<file path="src/rtl/tick_time_counter.sv">
// tick_time_counter: packed-BCD hh:mm:ss clock advanced by edges of a pulse timebase, with a checked load port.
// Define TIME_12H_EN for 12-hour display (hours 12,01..11) with o_pm and i_set_pm.
module tick_time_counter #(
   parameter int TICKS_PER_SEC = 10
) (
   input  logic       i_clk,
   input  logic       i_rstn,
   input  logic       i_pulse,
   input  logic       i_run,
   input  logic       i_set_valid,
   input  logic [7:0] i_set_hh,
   input  logic [7:0] i_set_mm,
   input  logic [7:0] i_set_ss,
`ifdef TIME_12H_EN
   input  logic       i_set_pm,
   output logic       o_pm,
`endif
   output logic [7:0] o_hh,
   output logic [7:0] o_mm,
   output logic [7:0] o_ss,
   output logic       o_sec_tick,
   output logic       o_set_ack,
   output logic       o_set_err
);

   typedef struct packed {
      logic [7:0] hh;
      logic [7:0] mm;
      logic [7:0] ss;
   } bcd_time_t;

   localparam logic [7:0] SUB_MAX = 8'(TICKS_PER_SEC - 1);
`ifdef TIME_12H_EN
   localparam logic [7:0] HH_RST = 8'h12;
`else
   localparam logic [7:0] HH_RST = 8'h00;
`endif

   function automatic logic [7:0] bcd_inc(input logic [7:0] v);
      if (v[3:0] == 4'd9) return {v[7:4] + 4'd1, 4'd0};
      return {v[7:4], v[3:0] + 4'd1};
   endfunction

   function automatic logic digits_ok(input logic [7:0] v);
      return (v[7:4] <= 4'd9) && (v[3:0] <= 4'd9);
   endfunction

   logic      r_pulse_d;
   logic [7:0] r_sub;
   logic      tick;
   logic      set_legal;
   bcd_time_t set_req;
   bcd_time_t nxt;
   logic      ss_wrap;
   logic      mm_wrap;
`ifdef TIME_12H_EN
   logic      pm_nxt;
`endif

   assign tick    = i_pulse & ~r_pulse_d;
   assign set_req = {i_set_hh, i_set_mm, i_set_ss};

   // Packed BCD compares numerically once every digit is known to be 0..9.
   always_comb begin
      set_legal = digits_ok(set_req.hh) && digits_ok(set_req.mm) && digits_ok(set_req.ss) &&
                  (set_req.mm <= 8'h59) && (set_req.ss <= 8'h59);
`ifdef TIME_12H_EN
      set_legal = set_legal && (set_req.hh >= 8'h01) && (set_req.hh <= 8'h12);
`else
      set_legal = set_legal && (set_req.hh <= 8'h23);
`endif
   end

   always_comb begin
      ss_wrap = (o_ss == 8'h59);
      mm_wrap = (o_mm == 8'h59);
      nxt.ss  = ss_wrap ? 8'h00 : bcd_inc(o_ss);
      nxt.mm  = o_mm;
      nxt.hh  = o_hh;
`ifdef TIME_12H_EN
      pm_nxt  = o_pm;
`endif
      if (ss_wrap) nxt.mm = mm_wrap ? 8'h00 : bcd_inc(o_mm);
      if (ss_wrap && mm_wrap) begin
`ifdef TIME_12H_EN
         // AM/PM flips entering 12 o'clock, not leaving it.
         nxt.hh = (o_hh == 8'h12) ? 8'h01 : bcd_inc(o_hh);
         if (o_hh == 8'h11) pm_nxt = ~o_pm;
`else
         nxt.hh = (o_hh == 8'h23) ? 8'h00 : bcd_inc(o_hh);
`endif
      end
   end

   always_ff @(posedge i_clk or negedge i_rstn) begin
      if (!i_rstn) begin
         r_pulse_d  <= 1'b1;
         r_sub      <= 8'd0;
         o_hh       <= HH_RST;
         o_mm       <= 8'h00;
         o_ss       <= 8'h00;
         o_sec_tick <= 1'b0;
         o_set_ack  <= 1'b0;
         o_set_err  <= 1'b0;
`ifdef TIME_12H_EN
         o_pm       <= 1'b0;
`endif
      end else begin
         r_pulse_d  <= i_pulse;
         o_sec_tick <= 1'b0;
         o_set_ack  <= 1'b0;
         o_set_err  <= 1'b0;
         // A set request swallows any coincident tick.
         if (i_set_valid) begin
            if (set_legal) begin
               o_hh      <= set_req.hh;
               o_mm      <= set_req.mm;
               o_ss      <= set_req.ss;
               r_sub     <= 8'd0;
               o_set_ack <= 1'b1;
`ifdef TIME_12H_EN
               o_pm      <= i_set_pm;
`endif
            end else begin
               o_set_err <= 1'b1;
            end
         end else if (tick && i_run) begin
            if (r_sub == SUB_MAX) begin
               r_sub      <= 8'd0;
               o_hh       <= nxt.hh;
               o_mm       <= nxt.mm;
               o_ss       <= nxt.ss;
               o_sec_tick <= 1'b1;
`ifdef TIME_12H_EN
               o_pm       <= pm_nxt;
`endif
            end else begin
               r_sub <= r_sub + 8'd1;
            end
         end
      end
   end

endmodule

</file>
<file path="config.mk">
export PLATFORM = sky130hd
export DESIGN_NAME = tick_time_counter
export DESIGN_NICKNAME = d
export VERILOG_FILES = /design/src/rtl/tick_time_counter.sv
export SDC_FILE = /design/constraint.sdc
export NUM_CORES = 1
export LEC_CHECK = 0
export CORE_ASPECT_RATIO = 1.25
export CORE_MARGIN = 4
export CORE_UTILIZATION = 51
export CTS_BUF_LIST = sky130_fd_sc_hd__clkbuf_4 sky130_fd_sc_hd__clkbuf_8
export DETAILED_ROUTE_END_ITERATION = 7
export GPL_TIMING_DRIVEN = 0
export PLACE_DENSITY = 0.85
export RECOVER_POWER = 25
export SKIP_LAST_GASP = 1
export SLEW_MARGIN = 0
export SYNTH_ARGS = -nofsm -noshare
export SYNTH_HDL_FRONTEND = slang
export SYNTH_SLANG_ARGS = --single-unit
</file>
<file path="constraint.sdc">
create_clock -name i_clk -period 2.85 [get_ports i_clk]
set_clock_uncertainty 0.05 [all_clocks]
set_input_delay 0.285 -clock i_clk [delete_from_list [all_inputs] [get_ports i_clk]]
set_output_delay 0.285 -clock i_clk [all_outputs]
set_load 0.01 [all_outputs]
</file>
# Word-level counts from Yosys, hierarchy flattened

Index checks and enable logic that the tools add are counted.

Mux-type cells: 39
Divide/modulo/power cells: 0
Eq/ne operators: 8
Reduce and logical (&&, ||, !) cells: 24
Add/subtract/negate cells: 7
Multiply operators: 0
$lt $le $gt $ge: 9
Shifts and indexed selects: 0
Bitwise logic cells: 2

Operators with widths:

| operator                                                                          | count |
|---|---|
| 8-bit 2-to-1 mux                                                                  | 27 |
| 4-bit by 1-bit adder with 4-bit output (second input constant)                    | 6 |
| 4-bit less-or-equal comparator (second input constant)                            | 6 |
| 8-bit by 7-bit == test with 1-bit output (second input constant)                  | 2 |
| 8-bit by 7-bit less-or-equal comparator with 1-bit output (second input constant) | 2 |
| 4-bit == test (second input constant)                                             | 3 |
| 1-bit 2-to-1 mux                                                                  | 12 |
| 4-bit AND reduction                                                               | 3 |
| 1-bit logical AND                                                                 | 10 |
| 5-bit AND reduction                                                               | 2 |
| 3-bit nonzero test                                                                | 3 |
| 8-bit by 1-bit adder with 8-bit output (second input constant)                    | 1 |
| 8-bit by 4-bit == test with 1-bit output (second input constant)                  | 1 |
| 8-bit by 6-bit == test with 1-bit output (second input constant)                  | 1 |
| 8-bit by 6-bit less-or-equal comparator with 1-bit output (second input constant) | 1 |
| 2-bit nonzero test                                                                | 4 |
| 3-bit AND reduction                                                               | 1 |
| 2-bit by 1-bit != test with 1-bit output (second input constant)                  | 1 |
| 2-bit AND reduction                                                               | 1 |
| 1-bit AND                                                                         | 1 |
| 1-bit NOT                                                                         | 1 |

Bits in read-only memories: 0
Memories: 0
Bits in registers: 36
Bits of input ports: 29
Latch bits: 0
Bits in writable memories: 0

# Logic depth before layout (Yosys ltp)

Depth in word-level cells: 9
Depth in mapped cells: 10
Mapped depth without buffers: 7

# Least setup slack after synthesis

OpenSTA, ideal clock, no wires.

Path kind: register to register
Start: reg o_ss[0]
End: reg o_hh[1]
Data arrival time: 1.952 ns
Stages on the path, launching flop included: 9
Data required time: 2.675 ns
Slack: 0.723 ns
Clock period less this slack: 2.127 ns
Buffers on the path: 2
Library setup time: 0.125 ns
Path through: dfrtp_1 > ha_1 > and3b_1 > clkbuf_1 > and2_4 > and4_4 > buf_6 > or2_4 > mux2_4

Longest elaborated chain between the ends: 4

RTL lines:

| what                                     | line | text |
|---|---|---|
| from (decl)                              | 20   | `output logic [7:0] o_ss,` |
| from (signal assigned)                   | 118  | `o_ss <= set_req.ss;` |
| from (signal assigned)                   | 132  | `o_ss <= nxt.ss;` |
| 8-bit by 7-bit == test with 1-bit output | 75   | `ss_wrap = (o_ss == 8'h59);` |
| 1-bit logical AND                        | 84   | `if (ss_wrap && mm_wrap) begin` |
| 2-bit nonzero test (no line)             | n/a  |  |
| 4-bit AND reduction (no line)            | n/a  |  |
| to (signal assigned)                     | 116  | `o_hh <= set_req.hh;` |
| to (signal assigned)                     | 130  | `o_hh <= nxt.hh;` |
| to (decl)                                | 18   | `output logic [7:0] o_hh,` |

Every way passes these cells.
A chain may end at the register's enable or synchronous reset.

# Worst setup path after layout

Same ends and word-level chain as after synthesis.

==> summary.txt <==
status: finished, violations left
failing checks: capacitance limit, slew limit
Routed WL: 6370 um
antenna violations before repair: 0
reg2reg end: o_hh[1]$_DFFE_PN0P_
vias per cell: 6.20
initial drt markers: 230
maxcap violations: 1
Synth Flop Type: dfrtp_1
Post-synth ARST share: 100%
largest net degree at the start of global routing: 37
clk buf depth: 2
HPWL Detailed: 4670 um
WL met1: 2710 um
register bit total from synthesis: 36
GRT overflow: 0
R2R depth: 8
startpoint class of the critical path: flip-flop
area grow syn2layout: 31.1%
worst hold slack: 0.401 ns
Port Buffers: 54
Synth Warn #: 0
Syn Nets: 283
syn avg cell area: 9.53 um^2
worst min path class: in2reg
NumNets Final: 344
min cycle time layout: 2.34 ns
Die Wd: 68.2 um
row cnt: 27
crit share post-route: 82.2%
height of the chip: 83.2 um
vias in the first global route: 2121
Starting Density: 52.5%
setup violators final: 0
Required @ worst endpoint: 2.98 ns
CTS tree: done
total number of vias: 2246
Slew Limit Fails: 37
CP max stage delay: 0.48 ns
met3 wire len: 358 um
Worst Path Max Fanout: 9
Final Hold Viols: 0
setup total negative slack: 0 ns
TritonRoute pass-1 iters: 4
core area: 4390 um^2
diodes inserted: 0
placed cells: 354
design area: 3030 um^2
cells after synthesis: 242
CTS resizes: 0
crit path DAT: 2.48 ns
Worst setup startpoint: o_ss[0]$_DFFE_PN0P_
Top Ports: 56
leak pwr: 1.28 nW
maximum vdd ir drop: 0.363 mV
clk root buf: clkbuf_8
fin cells: 362
RSZ-0062 raised after global routing: no
Post-synth EDFFs: 0
Top Layer Used: met4
maximum achievable frequency: 427 MHz
Seq/Total Area, Yosys: 39.1%
worst skew pair latency: 0.30 ns
first-pass GRT wire length: 10300 um
CTS Hold Bufs: 0
post-route ant nets: 0
metal2 WL: 3170 um
Total GRT Usage: 23.5%
total CTS buffers: 5
area of the die: 5670 um^2
Cell Area, Synth: 2310 um^2
clk slew on worst S/H paths: 0.08 ns
PwrDens: 424 nW/um^2
share of cells above drive strength 1: 8.88%
reg-to-reg slack, setup: 0.51 ns
wire per inst: 17.6 um
crit path to: o_hh[1]$_DFFE_PN0P_
Distinct cells, synth: 58
Slew @ Worst Pin: 1.97 ns
CTS sink cnt: 36
type of destination of the critical path: flip-flop
Post-CTS Setup Repair Bufs: 0
CP max stage cell: dfrtp_1
H-Tree Depth: 2
gp weighted congestion: 0.874
DP Area: 2920 um^2
worst-path cell chain: ha_1 -> and3b_1 -> clkbuf_1 -> and2_4 -> and4_4 -> buf_6 -> or2_4 -> mux2_4
DRC Markers: 0
Worst Path Class, Setup: reg2reg
Crit Reg-Reg Startpoint: o_ss[0]$_DFFE_PN0P_
worst rel slew slack: -31.0%
==> through the flow <==
stage	setup slack [ns]	util [%]	total power, mW
after global routing	0.395	68.9	1.34
after CTS	0.551	68.9	1.29
final	0.507	68.9	1.28
after floorplan	0.723	-	0.705
after global placement	0.359	66.5	0.822
after detailed placement	0.362	66.4	0.832
==> synth_stat cells, types with 3 or more instances <==
cell type / instances / area (um^2)
clkbuf_1: 5 / 18.8
a211oi_1: 3 / 22.5
ha_1: 12 / 150
a21oi_1: 11 / 55.1
or3_1: 8 / 50.1
and3_1: 3 / 18.8
nor2_1: 7 / 26.3
a22oi_1: 3 / 22.5
o31ai_1: 3 / 22.5
nor3_1: 7 / 35.0
a21boi_0: 4 / 30.0
o2bb2ai_1: 5 / 43.8
inv_1: 14 / 52.6
o21ai_0: 23 / 115
nand2_1: 17 / 63.8
o211ai_1: 3 / 22.5
nand3_1: 9 / 45.0
and3b_1: 4 / 35.0
a221o_1: 3 / 30.0
nor4_1: 5 / 31.3
dfrtp_1: 35 / 876
buf_6: 3 / 33.8
nand4_1: 4 / 25.0
o22ai_1: 3 / 18.8
==> cell type report <==
type	instances	area, um^2
Multi-Input combinational cell	180	1270
Sequential cell	36	902
Timing Repair Buffer	54	534
Buffer	12	77.6
Clock buffer	5	68.8
Fill cell	361	1370
Clock inverter	3	42.5
Inverter	14	52.6
Tap cell	58	72.6
==> worst max-delay path, delay by kind of cell, from the launching register on <==
family / cells / cell delay [ns]
AND/OR/NAND/NOR: 4 / 0.76
multiplexers: 1 / 0.29
flip-flops: 1 / 0.48
adder cells (fa/ha/maj): 1 / 0.21
buffers and inverters: 2 / 0.42
==> routing by layer <==
metal | GRT usage, % | up-vias
met2 | 37.0 | 86
met5 | 0 | -
met1 | 31.3 | 1110
met4 | 8.50 | 0
met3 | 4.60 | 14
li1 | - | 1036
==> cell families (layout without fill, tap and decap cells) <==
family / Yosys count / after routing / share of synthesized area (%)
and+or+nand+nor: 85 / 85 / 22.2
AOI/OAI and AO/OA: 78 / 78 / 23.9
DFF: 36 / 36 / 39.1
buffers and inverters: 26 / 88 / 5.64
adders and majority gates: 12 / 12 / 6.51
muxes: 5 / 5 / 2.66
==> registers in the layout, indices dropped and copies added, names as in the netlist <==
signal and flops:
o_hh 8, o_mm 8, o_ss 8, r_sub 8
o_sec_tick 1, o_set_ack 1, o_set_err 1, r_pulse_d 1
==> layout by cell type, fill, tap and decap left out, drive strengths merged, types with 5 or more instances in the layout <==
master / synthesis / routed
nand3: 9 / 9
clkdlybuf4s50: 0 / 52
o2bb2ai: 5 / 5
inv: 14 / 14
nor2: 7 / 7
nor3: 7 / 7
nor4: 5 / 5
buf: 7 / 7
a21oi: 11 / 11
ha: 12 / 12
a21boi: 6 / 6
dfrtp: 35 / 35
clkbuf: 5 / 11
or3: 8 / 8
nand2: 17 / 17
o21ai: 24 / 24
==> power by group <==
group | internal [mW] | leakage, nW | switching (mW)
registers | 0.551 | 0.452 | 0.0494
logic | 0.117 | 0.774 | 0.106
clock network | 0.259 | 0.0541 | 0.200
==> worst min-delay path by stage <==
| stage | start | to | cells after the start |
|---|---|---|---|
| finish | i_set_valid | o_mm[0]$_DFFE_PN0P_ | 4 |
| global route | i_set_valid | o_mm[0]$_DFFE_PN0P_ | 4 |
| floorplan | i_rstn | o_hh[0]$_DFFE_PN0P_ | 0 |
| global placement | r_sub[1]$_DFFE_PN0P_ | r_sub[1]$_DFFE_PN0P_ | 2 |
| detailed placement | i_rstn | o_hh[5]$_DFFE_PN0P_ | 1 |
| CTS | i_rstn | r_sub[7]$_DFFE_PN0P_ | 1 |
No activity file was read; power rests on OpenSTA's default activity.
